File: config.mk
export PLATFORM = sky130hd
export DESIGN_NAME = testing_cpu_mul_pipe
export DESIGN_NICKNAME = d
export VERILOG_FILES = /design/src/rtl/testing_cpu_mul_pipe.sv
export SDC_FILE = /design/constraint.sdc
export NUM_CORES = 2
export LEC_CHECK = 0
export ABC_CLOCK_PERIOD_IN_PS = 9300
export BUFFER_PORTS_ARGS = -buffer_cell sky130_fd_sc_hd__buf_2
export CAP_MARGIN = 10
export CORE_MARGIN = 5
export CORE_UTILIZATION = 25
export CTS_CLUSTER_DIAMETER = 30
export CTS_CLUSTER_SIZE = 40
export DETAILED_ROUTE_END_ITERATION = 12
export PLACE_DENSITY = 0.36
export SLEW_MARGIN = 20
export SYNTH_ARGS = -nofsm -noshare
export SYNTH_HDL_FRONTEND = slang
export SYNTH_SLANG_ARGS = --single-unit
File: constraint.sdc
create_clock -name clk -period 9.3 [get_ports clk]
set_clock_uncertainty 0.05 [all_clocks]
set_input_delay 0 -clock clk [delete_from_list [all_inputs] [get_ports clk]]
set_output_delay 0 -clock clk [all_outputs]
set_load 0.02 [all_outputs]
File: src/rtl/testing_cpu_mul_pipe.sv
// testing_cpu_mul_pipe
//   Three-stage pipelined integer multiplier for the testing CPU M-stage.
//   S1 latches operands/op/tag, S2 latches the 16x16 unsigned partial-product
//   array plus the sign-correction sum, S3 latches the reduced product half.
//   The whole pipeline stalls when a result is presented but not taken.
//
//   Build option MUL_PIPE_HIGH_EN:
//     defined   - MUL, MULXSS, MULXSU, MULXUU supported.
//     undefined - only the low-half partial products are built, in_op is
//                 ignored and every operation behaves as MUL.
//
// Ports:
//   clk, reset          rising-edge clock, asynchronous active-high reset
//   in_valid/in_ready   operation handshake (in_ready = not stalled)
//   in_op               00 MUL, 01 MULXSS, 10 MULXSU, 11 MULXUU
//   in_a, in_b, in_tag  operands and sideband tag
//   flush               drop every in-flight operation at the next edge
//   out_valid/out_ready result handshake
//   out_result, out_tag selected product half and its tag
//   occupancy           number of valid pipeline stages (0..3)
module testing_cpu_mul_pipe #(
  parameter int unsigned DATA_W = 32,
  parameter int unsigned TAG_W  = 5
) (
  input  logic              clk,
  input  logic              reset,
  input  logic              in_valid,
  output logic              in_ready,
  input  logic [1:0]        in_op,
  input  logic [DATA_W-1:0] in_a,
  input  logic [DATA_W-1:0] in_b,
  input  logic [TAG_W-1:0]  in_tag,
  input  logic              flush,
  output logic              out_valid,
  input  logic              out_ready,
  output logic [DATA_W-1:0] out_result,
  output logic [TAG_W-1:0]  out_tag,
  output logic [1:0]        occupancy
);

  localparam int unsigned N    = DATA_W / 16;
  localparam int unsigned PP_W = 32;
`ifdef MUL_PIPE_HIGH_EN
  localparam bit          HIGH_EN = 1'b1;
  localparam int unsigned N_PP    = N * N;
  localparam int unsigned ACC_W   = 2 * DATA_W;
`else
  localparam bit          HIGH_EN = 1'b0;
  // Lower triangle only: partial products landing below bit DATA_W.
  localparam int unsigned N_PP    = (N * (N + 1)) / 2;
  localparam int unsigned ACC_W   = DATA_W;
`endif

  typedef enum logic [1:0] {
    OP_MUL    = 2'b00,
    OP_MULXSS = 2'b01,
    OP_MULXSU = 2'b10,
    OP_MULXUU = 2'b11
  } op_e;

  logic advance;
  logic s1_valid, s2_valid, s3_valid;

  logic [DATA_W-1:0]    s1_a, s1_b;
  logic [TAG_W-1:0]     s1_tag;
  logic [N_PP*PP_W-1:0] pp_next, s2_pp;
  logic [TAG_W-1:0]     s2_tag;
  logic [ACC_W-1:0]     acc;
  logic [DATA_W-1:0]    res_next, s3_result;
  logic [TAG_W-1:0]     s3_tag;

`ifdef MUL_PIPE_HIGH_EN
  op_e               s1_op, s2_op;
  logic              sa, sb;
  logic [DATA_W:0]   cor_next, s2_cor;
`else
  logic unused_op;
  assign unused_op = ^in_op;
`endif

  // A presented-but-untaken result freezes every stage, bubbles included.
  assign advance    = ~(s3_valid & ~out_ready);
  assign in_ready   = advance;
  assign out_valid  = s3_valid;
  assign out_result = s3_result;
  assign out_tag    = s3_tag;
  assign occupancy  = {1'b0, s1_valid} + {1'b0, s2_valid} + {1'b0, s3_valid};

  always_ff @(posedge clk or posedge reset) begin
    if (reset) begin
      s1_valid <= 1'b0;
      s2_valid <= 1'b0;
      s3_valid <= 1'b0;
    end else if (flush) begin
      s1_valid <= 1'b0;
      s2_valid <= 1'b0;
      s3_valid <= 1'b0;
    end else if (advance) begin
      s1_valid <= in_valid;
      s2_valid <= s1_valid;
      s3_valid <= s2_valid;
    end
  end

  // Partial products: 16-bit slices of A and B multiplied as unsigned.
  always_comb begin
    int unsigned k;
    pp_next = '0;
    k = 0;
    for (int unsigned i = 0; i < N; i++) begin
      for (int unsigned j = 0; j < N; j++) begin
        if (HIGH_EN || ((i + j) < N)) begin
          pp_next[k*PP_W +: PP_W] = 32'(s1_a[i*16 +: 16]) * 32'(s1_b[j*16 +: 16]);
          k++;
        end
      end
    end
  end

`ifdef MUL_PIPE_HIGH_EN
  // Signed operand x = x_u - x[msb]*2^W, so the signed product equals the
  // unsigned one minus (sa*b + sb*a) << W (the sa*sb term falls off the top).
  always_comb begin
    sa = ((s1_op == OP_MULXSS) || (s1_op == OP_MULXSU)) && s1_a[DATA_W-1];
    sb = (s1_op == OP_MULXSS) && s1_b[DATA_W-1];
    cor_next = (sa ? {1'b0, s1_b} : '0) + (sb ? {1'b0, s1_a} : '0);
  end
`endif

  always_comb begin
    int unsigned k;
    acc = '0;
    k = 0;
    for (int unsigned i = 0; i < N; i++) begin
      for (int unsigned j = 0; j < N; j++) begin
        if (HIGH_EN || ((i + j) < N)) begin
          acc = acc + (ACC_W'(s2_pp[k*PP_W +: PP_W]) << (16 * (i + j)));
          k++;
        end
      end
    end
`ifdef MUL_PIPE_HIGH_EN
    acc = acc - (ACC_W'(s2_cor) << DATA_W);
    res_next = (s2_op == OP_MUL) ? acc[DATA_W-1:0] : acc[ACC_W-1:DATA_W];
`else
    res_next = acc;
`endif
  end

  always_ff @(posedge clk or posedge reset) begin
    if (reset) begin
      s1_a      <= '0;
      s1_b      <= '0;
      s1_tag    <= '0;
      s2_pp     <= '0;
      s2_tag    <= '0;
      s3_result <= '0;
      s3_tag    <= '0;
`ifdef MUL_PIPE_HIGH_EN
      s1_op     <= OP_MUL;
      s2_op     <= OP_MUL;
      s2_cor    <= '0;
`endif
    end else begin
      if (in_valid && advance && !flush) begin
        s1_a   <= in_a;
        s1_b   <= in_b;
        s1_tag <= in_tag;
`ifdef MUL_PIPE_HIGH_EN
        s1_op  <= op_e'(in_op);
`endif
      end
      if (s1_valid && advance) begin
        s2_pp  <= pp_next;
        s2_tag <= s1_tag;
`ifdef MUL_PIPE_HIGH_EN
        s2_op  <= s1_op;
        s2_cor <= cor_next;
`endif
      end
      if (s2_valid && advance) begin
        s3_result <= res_next;
        s3_tag    <= s2_tag;
      end
    end
  end

endmodule

; Yosys cells after proc, flatten, opt, wreduce, memory -nomap -nowiden
; Cells that the tools add are included.
; W data, S select, Z words.
[word_totals]
word_cells = 32
regBits = 194
input_bits = 76
out_inout_bits = 41
[classes]
n_bitwise = 3
n_reduce_logical = 5
mux = 6
add_sub_neg = 4
eq_ne = 1
mul = 3
[op_table]
columns = cell, n
row1 = $add A32 B32 Y32, 2
row2 = $mul A16 B16 Y32, 2
row3 = $mul A16 B16 Y16, 1
row4 = $mux W1, 6
row5 = $logic_and A1 B1 Y1, 4
row6 = $add A1 B1 Y2, 1
row7 = $add A2 B1 Y2, 1
row8 = $ne A2 B2 Y1 const B, 1
row9 = $not A1 Y1, 2
row10 = $and A1 B1 Y1, 1
row11 = $logic_not A1 Y1, 1

; Depth between registers and ports, before layout
[logic_depth]
word_depth = 5
depth_mapped = 23
mapped_depth_nobuf = 21

; Worst setup path after synthesis
; OpenSTA, ideal clock, no wires.
[synth_path]
path_kind = reg-to-reg
start = reg s1_b[7]
end = reg s2_pp[26]
arrival_time_ps = 5551
path_buffers = 2
synth_period_minus_slack_ps = 5733
setup_ps = 132
setup_slack_ps = 3567
path_stages_with_launch = 24
required_ps = 9118
cell_sequence = dfrtp_1 > clkbuf_1 > clkbuf_1 > nand2_1 > fa_1 > inv_1 > fa_1 > inv_1 > fa_1 > inv_1 > fa_1 > fa_1 > inv_1 > fa_1 > inv_1 > ha_1 > a21oi_1 > nand2_1 > nor3_1 > a21o_1 > o211ai_1 > a31oi_1 > xor2_1 > o21ai_1
[synth_via]
elab_chain_cells = 1
[synth_rtl]
columns = item, line_no
row1 = start: declaration, 64  ; logic [DATA_W-1:0] s1_a, s1_b;
row2 = start signal: assignment, 167  ; s1_b <= in_b;
row3 = $mul A16 B16 Y32, 113  ; pp_next[k*PP_W +: PP_W] = 32'(s1_a[i*16 +: 16]) * 32'(s1_b[j*16 +: 16]);
row4 = end signal: assignment, 174  ; s2_pp <= pp_next;
row5 = end: declaration, 66  ; logic [N_PP*PP_W-1:0] pp_next, s2_pp;
; Every way passes these cells.
; A chain may end at the register's enable or synchronous reset.

; Worst setup path after layout
[layout_path]
start = reg s1_a[6]
end = reg s2_pp[27]
[layout_via]
elab_chain_cells = 1
[layout_rtl]
columns = item, line_no
row1 = start: declaration, 64
row2 = start signal: assignment, 166  ; s1_a <= in_a;
row3 = $mul A16 B16 Y32, 113
; Every way passes these cells.

==> summary.txt <==
Per-cell routed wire length: 17.1 um
Final min period: 6740 ps
Die Y: 318 um
R2R Setup Slk: 2560 ps
Max Cap Violations: 0
Routed via count: 16694
Congestion Overflow GR: 0
Top post-synthesis cells by area: fa_1 (31%), dfrtp_1 (19%), ha_1 (11%)
Reg2Reg Depth: 20
Dpl hpwl: 52300 um
Yosys warns: 0
Hold Violations, Final: 0
FF+latch count, synth: 178
R2r endpoint: s2_pp[27]
CP peak stage delay: 820 ps
Ys async rst share: 100%
Critical path startpoint category: flop
Clock tree from TritonCTS: yes
Root Buffer: clkbuf_16
Clk_lat worst skew: 510 ps
Sink Count: 178
Worst r2r src: s1_a[6]
Avg Inst Size Synth: 9.39 um^2
Row Count: 113
Worst Max-Slew Pin Slew: 897 ps
Slew headroom: 40.2%
Clock transition at path regs: 90 ps
Ys flop type: dfrtp_1
Cell Area, Synth: 23700 um^2
Crit-path most repeated cell: fa_1
Commonest cells after routing, fill and taps aside: inv_1 (475), nand2_1 (424), fa_1 (371)
Global-route wire length before repair: 109000 um
Crit-path cells: buf_4 -> nand2_1 -> fa_1 -> inv_1 -> fa_1 -> fa_1 -> fa_1 -> fa_1 -> inv_1 -> fa_1 -> inv_1 -> ha_1 -> o21ai_1 -> a21oi_1 -> o21ai_0 -> o211ai_1 -> nand2_1 -> o21ai_1 -> xnor2_1 -> o21ai_1
Die X: 318 um
CP Data Required Time: 9620 ps
DRC: 0
Arr. time, crit path: 7060 ps
Io pins: 117
Yosys cell types: 53
H-Tree Depth: 4
Die area: 101000 um^2
Status: complete, no violations
# setup viols final: 0
Gp weighted congestion: 0.765
Synth Net Count: 3191
Dominant cell type by area after synthesis: fa_1
Starting Density: 25.1%
Drt pass-1 iters: 4
Crit Path Class: flop to flop
Area of the core: 94600 um^2
CP max stage cell: dfrtp_1
Tot GR Track Use: 13.8%
Placement Cell Area: 25700 um^2
Initial antenna violation count: 1
Final setup TNS: 0 ps
CTS Buf Count: 17
Register area share after synthesis: 18.8%
Share of layout cells above drive strength 1: 10.6%
Clk buf depth: 2
Post-route ant nets: 0
Drt via density: 4.25
Port-buffer cells: 114
Final #Nets: 3313
Commonest non-fill, non-tap cell in the layout: inv_1
Fmax achieved: 0.148 GHz
Synth Instances: 2528
Largest net degree at the start of global routing: 86
Number of global-route vias before repair: 18696
Area Overhead vs Synth: 14.1%
Initial drt markers: 732
Post-synth EDFFs: 0
Design area: 27100 um^2
Synth top area share: 31.3%
Slew Limit Fails: 0
Kind of capture point of the worst setup path: flop
WL final: 67100 um
Worst min-delay path class: input pin to asynchronous set/reset pin
RSZ-0062 raised after global routing: no
Crit share post-route: 72.5%
Crit-path max FO: 18
-- worst max-delay path by stage --
stage	end	slack [ps]	start
floorplan	s2_pp[26]	3570	s1_b[7]
global placement	s2_pp[29]	2540	s1_a[5]
detailed placement	s2_pp[19]	2560	s1_a[5]
CTS	s2_pp[19]	2540	s1_a[5]
global route	s2_pp[19]	2120	s1_a[5]
finish	s2_pp[27]	2560	s1_a[6]
-- cells in the mapped netlist (7+ instances only) --
cell,n
o211ai_1,8
mux2_1,10
buf_1,9
nor2_1,29
o21bai_1,10
a31oi_1,7
a21oi_1,38
o21ai_1,42
a211oi_1,7
xnor2_1,83
clkbuf_1,106
dfrtp_1,178
fa_1,371
nor3_1,19
buf_2,8
xor2_1,39
and2_1,240
o21ai_0,47
mux2_2,81
inv_1,476
a21o_1,22
nand3_1,15
nand2_1,426
ha_1,216
-- stage by stage --
step	setup WS (ps)	utilization, %	cells	hold slack (ps)
4_1_cts	2540	28.6	3928	73.5
2_1_floorplan	3570	-	2528	13.1
5_1_grt	2120	28.6	3928	129
3_3_place_gp	2540	27.2	3822	98.3
3_5_place_dp	2560	27.2	3822	108
6_report	2560	28.6	3930	69.0
-- timing repair --
action / in CTS / in global routing
hold buffers: 74 / 0
buffers inserted: 0 / 0
gates resized for setup: 0 / 0
endpoints found under the setup margin: 0 / 0
hold endpoints to repair: 156 / 0
-- worst max-delay path: cells and delay by family (launching register included) --
family,cells,cell delay (ps)
DFF,1,820
buffers and inverters,4,560
and+or+nand+nor,2,300
AOI/OAI and AO/OA,6,1330
xor gates and xnor gates,1,150
adders and majority gates,7,3380
-- layer usage --
layer	GRT usage, %	wire length [um]	part of all wire [%]	vias to the layer above
met5	0	0	0	-
met4	3.27	1190	1.8	0
met3	2.33	2340	3.5	42
met2	21.9	30100	45	244
met1	19.6	33400	50	8490
li1	-	-	-	7918
-- state kept, by name, indices dropped and copies added, names as in the netlist --
register    cells
s1_tag          5
out_result     32
out_valid       1
s1_valid        1
s1_b           32
s2_valid        1
s1_a           32
s2_tag          5
out_tag         5
s2_pp          64
-- final cells by class --
type / instances / area, um^2
fill: 10049 / 67500
multi-input combinational: 1750 / 17000
sequential: 178 / 4450
inverter: 477 / 1800
timing repair buffer: 226 / 1600
tap: 1265 / 1580
clock buffer: 19 / 453
clock inverter: 13 / 159
antenna: 2 / 5.00
-- cells by family after synthesis --
group           Yosys count  synth area share [%]
mux                      92                  4.36
simple gates            744                  14.7
buf+inv                 600                  9.53
compound gates          205                  5.45
xor+xnor                122                  4.50
flops                   178                  18.8
fa+ha+maj               587                  42.7
Power is not shown: default switching activity piles up to over one toggle a cycle in this logic, so the estimate is an artifact.
